$ cat src/rtl/reg_write_ctrl_pkg.sv
// Shared widths and helper types for the register-file write controller.
// Register, ROB and data bus widths are common to the bus and ROB blocks.
package reg_write_ctrl_pkg;

   localparam int REG_ADDR = 5;
   localparam int ROB_ADDR = 6;
   localparam int DATA_BUS = 32;
   localparam int NUM_REGS = 1 << REG_ADDR;

   typedef logic [REG_ADDR-1:0] reg_addr_t;
   typedef logic [ROB_ADDR-1:0] rob_id_t;
   typedef logic [DATA_BUS-1:0] data_t;

   typedef struct packed {
      logic      en;
      reg_addr_t addr;
      logic      restore;
      logic      is_ref;
      data_t     data;
   } rf_wr_t;

   function automatic data_t rob_to_data(input rob_id_t id);
      return data_t'(id);
   endfunction

endpackage

$ cat src/rtl/reg_write_ctrl_track.sv
// Tracks the youngest pending rename per architectural register:
// a valid bit plus the producing ROB id, with one set, one clear and one lookup port.
module reg_track_table
   import reg_write_ctrl_pkg::*;
(
   input  logic      clk,
   input  logic      rst,
   input  logic      clear_all,
   input  logic      set_en,
   input  reg_addr_t set_addr,
   input  rob_id_t   set_id,
   input  logic      clr_en,
   input  reg_addr_t clr_addr,
   input  reg_addr_t lookup_addr,
   output logic      lookup_valid,
   output rob_id_t   lookup_id
);

   logic [NUM_REGS-1:0] valid_q;
   rob_id_t             id_q [NUM_REGS];

   always_ff @(posedge clk) begin
      if (rst || clear_all) begin
         valid_q <= '0;
      end else begin
         if (set_en) valid_q[set_addr] <= 1'b1;
         if (clr_en) valid_q[clr_addr] <= 1'b0;
      end
   end

   // Ids are only meaningful behind a valid bit, so they need no reset.
   always_ff @(posedge clk) begin
      if (set_en) id_q[set_addr] <= set_id;
   end

   assign lookup_valid = valid_q[lookup_addr];
   assign lookup_id    = id_q[lookup_addr];

endmodule

$ cat src/rtl/reg_write_ctrl.sv
// Arbitrates the single register-file write port between flush restore,
// commit and rename (in that priority), keeping the pending-rename table.
//
//   state    | meaning
//   ---------+--------------------------------------------------------------
//   ST_IDLE  | serve commit, else rename
//   ST_FIX   | re-mark latched register as pending after a stale commit
//   ST_FLUSH | restore walk over addr 1..31, one register per cycle
module reg_write_ctrl
   import reg_write_ctrl_pkg::*;
(
   input  logic                clk,
   input  logic                rst,
   input  logic                rename_valid,
   output logic                rename_ready,
   input  logic [REG_ADDR-1:0] rename_addr,
   input  logic [ROB_ADDR-1:0] rename_rob_id,
   input  logic                commit_valid,
   output logic                commit_ready,
   input  logic [REG_ADDR-1:0] commit_addr,
   input  logic [ROB_ADDR-1:0] commit_rob_id,
   input  logic [DATA_BUS-1:0] commit_data,
   input  logic                flush_req,
   output logic                flush_busy,
   output logic                rf_write_en,
   output logic [REG_ADDR-1:0] rf_write_addr,
   output logic                rf_write_restore,
   output logic                rf_write_is_ref,
   output logic [DATA_BUS-1:0] rf_write_data
);

   localparam logic [1:0] ST_IDLE  = 2'd0;
   localparam logic [1:0] ST_FIX   = 2'd1;
   localparam logic [1:0] ST_FLUSH = 2'd2;

   logic [1:0] state_q;
   reg_addr_t  walk_cnt_q;
   reg_addr_t  fix_addr_q;
   rf_wr_t     wr;
   logic       go_fix;
   logic       set_en;
   logic       clr_en;
   reg_addr_t  lookup_addr;
   logic       lookup_valid;
   rob_id_t    lookup_id;

   reg_track_table u_track (
      .clk          (clk),
      .rst          (rst),
      .clear_all    (flush_req),
      .set_en       (set_en),
      .set_addr     (rename_addr),
      .set_id       (rename_rob_id),
      .clr_en       (clr_en),
      .clr_addr     (commit_addr),
      .lookup_addr  (lookup_addr),
      .lookup_valid (lookup_valid),
      .lookup_id    (lookup_id)
   );

   always_comb begin
      wr           = '0;
      rename_ready = 1'b0;
      commit_ready = 1'b0;
      flush_busy   = 1'b0;
      go_fix       = 1'b0;
      set_en       = 1'b0;
      clr_en       = 1'b0;
      lookup_addr  = (state_q == ST_FIX) ? fix_addr_q : commit_addr;
      if (!rst) begin
         case (state_q)
            ST_IDLE: begin
               // A flush takes the port this cycle; nothing else is accepted.
               if (flush_req) begin
                  wr = '0;
               end else if (commit_valid) begin
                  commit_ready = 1'b1;
                  if (commit_addr != '0) begin
                     wr.en   = 1'b1;
                     wr.addr = commit_addr;
                     wr.data = commit_data;
                     if (lookup_valid && (lookup_id != commit_rob_id)) go_fix = 1'b1;
                     else                                              clr_en = 1'b1;
                  end
               end else if (rename_valid) begin
                  rename_ready = 1'b1;
                  if (rename_addr != '0) begin
                     wr.en     = 1'b1;
                     wr.addr   = rename_addr;
                     wr.is_ref = 1'b1;
                     wr.data   = rob_to_data(rename_rob_id);
                     set_en    = 1'b1;
                  end
               end
            end
            ST_FIX: begin
               if (!flush_req) begin
                  wr.en     = 1'b1;
                  wr.addr   = fix_addr_q;
                  wr.is_ref = 1'b1;
                  wr.data   = rob_to_data(lookup_id);
               end
            end
            ST_FLUSH: begin
               flush_busy = 1'b1;
               wr.en      = 1'b1;
               wr.addr    = walk_cnt_q;
               wr.restore = 1'b1;
            end
            default: wr = '0;
         endcase
      end
   end

   always_ff @(posedge clk) begin
      if (rst) begin
         state_q    <= ST_IDLE;
         walk_cnt_q <= '0;
         fix_addr_q <= '0;
      end else if (flush_req) begin
         state_q    <= ST_FLUSH;
         walk_cnt_q <= reg_addr_t'(1);
      end else begin
         case (state_q)
            ST_IDLE: begin
               if (go_fix) begin
                  state_q    <= ST_FIX;
                  fix_addr_q <= commit_addr;
               end
            end
            ST_FIX: state_q <= ST_IDLE;
            ST_FLUSH: begin
               if (walk_cnt_q == reg_addr_t'(NUM_REGS - 1)) begin
                  state_q    <= ST_IDLE;
                  walk_cnt_q <= '0;
               end else begin
                  walk_cnt_q <= walk_cnt_q + reg_addr_t'(1);
               end
            end
            default: state_q <= ST_IDLE;
         endcase
      end
   end

   assign rf_write_en      = wr.en;
   assign rf_write_addr    = wr.addr;
   assign rf_write_restore = wr.restore;
   assign rf_write_is_ref  = wr.is_ref;
   assign rf_write_data    = wr.data;

endmodule

$ cat config.mk
export PLATFORM = sky130hd
export DESIGN_NAME = reg_write_ctrl
export DESIGN_NICKNAME = d
export VERILOG_FILES = /design/src/rtl/reg_write_ctrl_pkg.sv /design/src/rtl/reg_write_ctrl_track.sv /design/src/rtl/reg_write_ctrl.sv
export SDC_FILE = /design/constraint.sdc
export NUM_CORES = 1
export LEC_CHECK = 0
export CORE_MARGIN = 2
export CORE_UTILIZATION = 40
export DETAILED_ROUTE_END_ITERATION = 7
export PLACE_DENSITY_LB_ADDON = 0.1
export SETUP_SLACK_MARGIN = 0.1
export SLEW_MARGIN = 20
export SYNTH_ARGS = -nofsm -noshare
export SYNTH_HDL_FRONTEND = slang
export SYNTH_SLANG_ARGS = --single-unit
$ cat constraint.sdc
create_clock -name clk -period 3.45 [get_ports clk]
set_input_delay 0.69 -clock clk [delete_from_list [all_inputs] [get_ports clk]]
set_output_delay 0.69 -clock clk [all_outputs]
set_load 0.005 [all_outputs]
==> flow_summary.yaml, run 1 <==
place:
  pre_cts_ws_ns: -0.922
  place_congestion: 0.921
  dp_hpwl_um: 27300
  portBuffers: 101
  place_area_um2: 13900
global_route:
  grtUsageTotal: 0.261
  grt_max_degree: 33
  first_global_vias: 8822
  grt_first_pass_wirelength_um: 55700
  grt.met1_usage: 0.372
  antenna_found_initial: 0
  grt_use_met3: 0.0421
  top_usage_layer: "met2"
  grt_overflow: 0
  grtUsageMet2: 0.422
routing:
  wl_per_cell_um: 23.7
  first_pass_iters: 5
  vias: 9017
  drc: 0
  viasPerCell: 5.70
  drt-total-wl_um: 37500
  first_iter_violations: 866
  ant_nets: 0
clock_network:
  clk_path_buf_depth: 3
  cts_tree: "built"
  numCtsBuffers: 25
  clk-insertion-delay-late_ns: 0.56
  cts_sinks: 236
  clk_pin_slew_ns: 0.07
  root_buffer: "clkbuf_16"
  cts_max_level: 1
timing:
  fin_ws_ns: -0.272
  setup_violations: 31
  maxSlewViolCount: 0
  relSlewSlack: 0.359
  hold_viol_final: 0
  whs_ns: 0.475
  max_freq_ghz: 0.269
  rsz0062_at_grt: "true"
  skew_ns: 0.0314
  post-route-period-util: 1.08
  worstMarginPinSlew_ns: 0.955
  period_needed_ns: 3.72
pwr:
  p_total_mw: 6.72
  ir_drop_mv: 0.410
  leakagePower_nw: 5.97
  power_density_nw_per_um2: 426
critical_path:
  crit_fanout: 6
  crit_end: "rf_write_data[3]"
  slowest_stage: "dfxtp_4"
  max_stage_delay_ns: 0.36
  reg2regPathDepth: 19
  crit_path_start_kind: "flip-flop"
  rr_startpoint: "state_q[0]"
  arrival_ns: 3.03
  reg2reg_to: "u_track.valid_q[21]"
  crit_chain: "nor2b_4 > buf_6 > buf_6 > buf_12 > mux2i_2 > buf_4 > buf_6 > buf_12 > a211oi_2 > a311oi_2 > a21oi_2 > nor3_2 > buf_4 > nand2_2 > a21oi_2 > buf_2"
  worst_setup_path_end_kind: "output port"
  regToRegSetupSlack_ns: -0.12
  cpMostUsedCell: "buf_6"
  crit_buf_inv: 8
  crit_start: "state_q[0]"
  path_class: "flip-flop to output port"
  cp_top_family: "buffers and inverters"
  worstPathRequired_ns: 2.76
  cp.depth: 16
synth:
  ys_ff_latch: 236
  synthDominantCellAreaShare: 0.523
  synth-edff-count: 192
  yosys.area.top_type: "edfxtp_1"
  yosysUniqueCellTypes: 70
  synthTopCellsByArea: "edfxtp_1, dfxtp_1, o211ai_1"
  synth_area_um2: 11000
  yosysWarnings: 0
  syn_area_per_cell_um2: 12.2
  synthFlopType: "edfxtp_1"
  ys_seq_area_frac: 0.603
  async_reset_ff_frac: 0
  synthCells: 906
floorplan:
  io_pins: 102
  start_util: 0.408
  core_um2: 27000
  die_w_um: 170
  dieArea_um2: 28900
  rows: 60
  die_y_um: 170
min_path:
  hold_path_class: "flip-flop to flip-flop"
  hold_path.startpoint: "u_track.valid_q[0]"
cells_and_area:
  nets: 1284
  final_cell_area_um2: 15800
  layout-drive-gt1-share: 0.361
  fillCellCount: 2274
  antenna_cells: 0
  multi_input_area_um2: 4560
  ff_latch_area_um2: 6650
  syn2layout_area_growth_pct: 43.0
flow_run:
  max_cap_viol_count: 0
status:
  violations: "setup timing"
  status: "finished with violations"
-- flip-flops by register name (all words and copies together), names as in the netlist --
register	flops
u_track.id_q	192
u_track.valid_q	32
fix_addr_q	5
walk_cnt_q	5
state_q	2
-- cells by family (layout without fill, tap and decap cells) --
kind of cell               count (synthesis)  in the layout  share of synthesized area
AOI/OAI and AO/OA                        243            243                      0.153
and+or+nand+nor                          264            264                      0.125
DFF                                      236            236                      0.603
other                                      1              6                   0.000340
adders and majority gates                  2              2                    0.00227
buffers and inverters                     97            426                     0.0385
muxes                                     61             61                     0.0764
xor gates and xnor gates                   2              2                    0.00159
-- how the worst min path moves through the flow --
stage | end | slack (ns) | depth (start not counted)
after global routing | u_track.valid_q[0] | 0.49 | 1
after global placement | u_track.valid_q[0] | 0.45 | 1
after floorplan | u_track.valid_q[0] | 0.43 | 1
after detailed placement | u_track.valid_q[0] | 0.45 | 1
final | u_track.valid_q[0] | 0.48 | 1
after CTS | u_track.valid_q[0] | 0.47 | 1
-- repair_timing --
item,4_1_cts,5_1_grt
pin swaps,42,38
setup endpoints to repair,74,51
hold buffers,0,0
cloned,0,0
gates resized for setup,184,40
setup buffers,38,7
-- synth_stat cells (all sizes together) (7+ instances only) --
cell type,count
a211oi,20
a21oi,57
a31oi,13
a32oi,7
and2,30
buf,23
clkbuf,43
dfxtp,44
edfxtp,192
inv,31
mux2,15
mux2i,30
mux4,16
nand2,66
nand2b,10
nand3,26
nand3b,15
nor2,58
nor2b,8
nor3,14
o211a,9
o211ai,52
o21ai,43
-- per-layer routing --
layer,part of all wire,up-vias
met2,0.47,351
li1,-,4107
met1,0.44,4499
met3,0.074,60
met4,0.024,0
met5,0,-
-- stage by stage --
step	std cells	util	setup TNS, ns
floorplan	911	-	0
global placement	1497	0.516	-47.33
detailed placement	1497	0.516	-45.91
CTS	1577	0.575	-1.24
global route	1581	0.583	-8.56
finish	1581	0.583	-3.70
-- area by class of cell --
class,instances,share of cell area
Multi-Input combinational cell,578,0.289
Tap cell,341,0.0271
Inverter,31,0.00738
Sequential cell,236,0.422
Timing Repair Buffer,351,0.199
Clock buffer,26,0.0399
Clock inverter,18,0.0147
-- cell usage in the layout, fill, tap and decap left out, drive strengths merged, types with 4 or more instances in the layout --
cell type,Yosys,routed
a31oi,13,13
clkinv,0,5
dfxtp,44,44
clkbuf,43,26
edfxtp,192,192
nand2b,10,10
a21oi,57,57
clkinvlp,0,6
nand4,6,6
o211ai,52,52
o31ai,4,4
a32oi,7,7
bufinv,0,4
o21ai,43,43
nor2,58,58
buf,23,257
nor2b,8,8
clkdlybuf4s50,0,59
mux4,16,16
o211a,9,9
a2111oi,4,4
and3,6,6
a22oi,6,6
inv,31,34
nand3b,15,15
nand4b,6,6
nor3,14,14
mux2i,30,30
dlygate4sd2,0,32
o22ai,5,5
a211oi,20,20
nand3,26,26
nor4bb,4,4
nand2,66,66
mux2,15,15
and2,30,30
conb,1,6
-- worst reg2reg max path, delay by kind of cell, from the launching register on --
kind / cells / cell delay, ns
flops: 1 / 0.36
mux: 1 / 0.23
buf+inv: 9 / 1.22
simple gates: 3 / 0.58
compound gates: 6 / 1.06
-- where the power goes --
part           switching, mW  leakage [nW]  total (mW)  internal (mW)
combinational          0.402          3.48       0.787          0.385
sequential           0.00904          2.09        3.09           3.08
clock                   1.19         0.402        2.84           1.65
No activity file was read; power rests on OpenSTA's default activity.
==> run 2, diff against run 1 <==
--- a/config.mk
+++ b/config.mk
@@ -5,11 +5,12 @@
 export SDC_FILE = /design/constraint.sdc
 export NUM_CORES = 1
 export LEC_CHECK = 0
-export CORE_MARGIN = 2
+export CORE_MARGIN = 1.5
 export CORE_UTILIZATION = 40
 export DETAILED_ROUTE_END_ITERATION = 7
 export PLACE_DENSITY_LB_ADDON = 0.1
 export SETUP_SLACK_MARGIN = 0.1
+export SKIP_CTS_REPAIR_TIMING = 1
 export SLEW_MARGIN = 20
 export SYNTH_ARGS = -nofsm -noshare
 export SYNTH_HDL_FRONTEND = slang
==> flow_summary.yaml, run 2 (synthesis gave the netlist of run 1 again) <==
global_route:
  grtUsageTotal: 0.260
  antenna_found_initial: 2
  grt_max_degree: 33
  grt_overflow: 0
  first_global_vias: 8386
  grt_first_pass_wirelength_um: 54200
routing:
  first_pass_iters: 4
  ant_nets: 0
  vias: 8842
  drt-total-wl_um: 37600
  wl_per_cell_um: 24.2
  viasPerCell: 5.70
  drc: 0
  first_iter_violations: 907
timing:
  rsz0062_at_grt: "true"
  period_needed_ns: 3.83
  post-route-period-util: 1.11
  hold_viol_final: 0
  skew_ns: 0.0206
  whs_ns: 0.468
  maxSlewViolCount: 0
  worstMarginPinSlew_ns: 0.732
  setup_violations: 63
  fin_ws_ns: -0.376
  relSlewSlack: 0.508
  max_freq_ghz: 0.261
critical_path:
  worst_setup_path_end_kind: "output port"
  reg2reg_to: "u_track.valid_q[27]"
  crit_path_start_kind: "flip-flop"
  regToRegSetupSlack_ns: -0.37
  reg2regPathDepth: 17
  crit_end: "rf_write_data[5]"
  path_class: "flip-flop to output port"
  crit_fanout: 9
  arrival_ns: 3.14
  crit_start: "state_q[1]"
  rr_startpoint: "state_q[1]"
  worstPathRequired_ns: 2.76
clock_network:
  numCtsBuffers: 27
  cts_max_level: 1
  clk-insertion-delay-late_ns: 0.56
  cts_tree: "built"
  clk_path_buf_depth: 3
  cts_sinks: 236
  clk_pin_slew_ns: 0.06
  root_buffer: "clkbuf_16"
place:
  portBuffers: 101
  dp_hpwl_um: 26700
  place_area_um2: 13800
  placed_cells: 1477
  pre_cts_ws_ns: -1.20
  place_congestion: 0.924
pwr:
  leakagePower_nw: 5.67
  ir_drop_mv: 0.379
  power_density_nw_per_um2: 439
  p_total_mw: 6.67
cells_and_area:
  multi_input_area_um2: 4240
  final_cell_area_um2: 15200
  fin_cells: 1552
  final_common_cell: "edfxtp_1"
  layout_common_cells: "edfxtp_1, buf_4, clkdlybuf4s50_1"
  layout-drive-gt1-share: 0.294
  syn2layout_area_growth_pct: 37.9
  ff_latch_area_um2: 6650
  largest_reg_flops: 192
  fillCellCount: 2353
  nets: 1249
  top_register: "u_track.id_q"
  reg.largest.list: "u_track.id_q (192), u_track.valid_q (32)"
floorplan:
  dieArea_um2: 28600
  start_util: 0.408
  rows: 60
  io_pins: 102
  core_um2: 27000
  die_y_um: 169
  die_w_um: 169
min_path:
  hold_path_class: "flip-flop to flip-flop"
  hold_depth: 1
status:
  status: "finished with violations"
  violations: "setup timing"
flow_run:
  max_cap_viol_count: 0
run 2: final cells by class:
class / instances / area share
Antenna cell: 2 / 0.000329
Clock buffer: 34 / 0.0482
Sequential cell: 236 / 0.438
Timing Repair Buffer: 314 / 0.189
Multi-Input combinational cell: 578 / 0.279
Inverter: 31 / 0.00766
Tap cell: 341 / 0.0281
Clock inverter: 16 / 0.0101
run 2: worst min-delay path by stage:
| stage | start | end |
|---|---|---|
| after floorplan | u_track.valid_q[0] | u_track.valid_q[0] |
| after global placement | u_track.valid_q[0] | u_track.valid_q[0] |
| after detailed placement | u_track.valid_q[0] | u_track.valid_q[0] |
| after CTS | u_track.valid_q[0] | u_track.valid_q[0] |
| after global routing | u_track.valid_q[0] | u_track.valid_q[0] |
| final | u_track.valid_q[0] | u_track.valid_q[0] |
run 2: critical path: stages (launching register included):
cell and delay [ns]:
dfxtp_4 0.39, buf_6 0.11, nor2b_4 0.03, buf_12 0.14
o21ai_4 0.24, buf_4 0.16, buf_6 0.09, mux2i_1 0.09
a2111oi_2 0.40, buf_4 0.18, o22ai_2 0.11, nor3b_2 0.23
a22oi_1 0.14, nor2_1 0.13, dlymetal6s2s_1 0.13
run 2: per-stage QoR:
stage               utilization  TNS (ns)
finish                    0.562    -13.37
detailed placement        0.509    -55.81
global route              0.562    -19.81
CTS                       0.542    -35.64
global placement          0.509    -61.64
floorplan                     -         0
run 2: report_power, final:
group          internal (mW)  switching (mW)  total (mW)
clock network           1.66            1.18        2.84
registers               3.08         0.00832        3.09
logic                  0.353           0.380       0.733
run 2: metal layers:
metal | track usage | up-vias | wire, um
met1 | 0.375 | 4387 | 16700
met3 | 0.0409 | 63 | 2850
met4 | 0.0866 | 0 | 1090
met2 | 0.402 | 345 | 17000
met5 | 0 | - | 0
li1 | - | 4047 | -
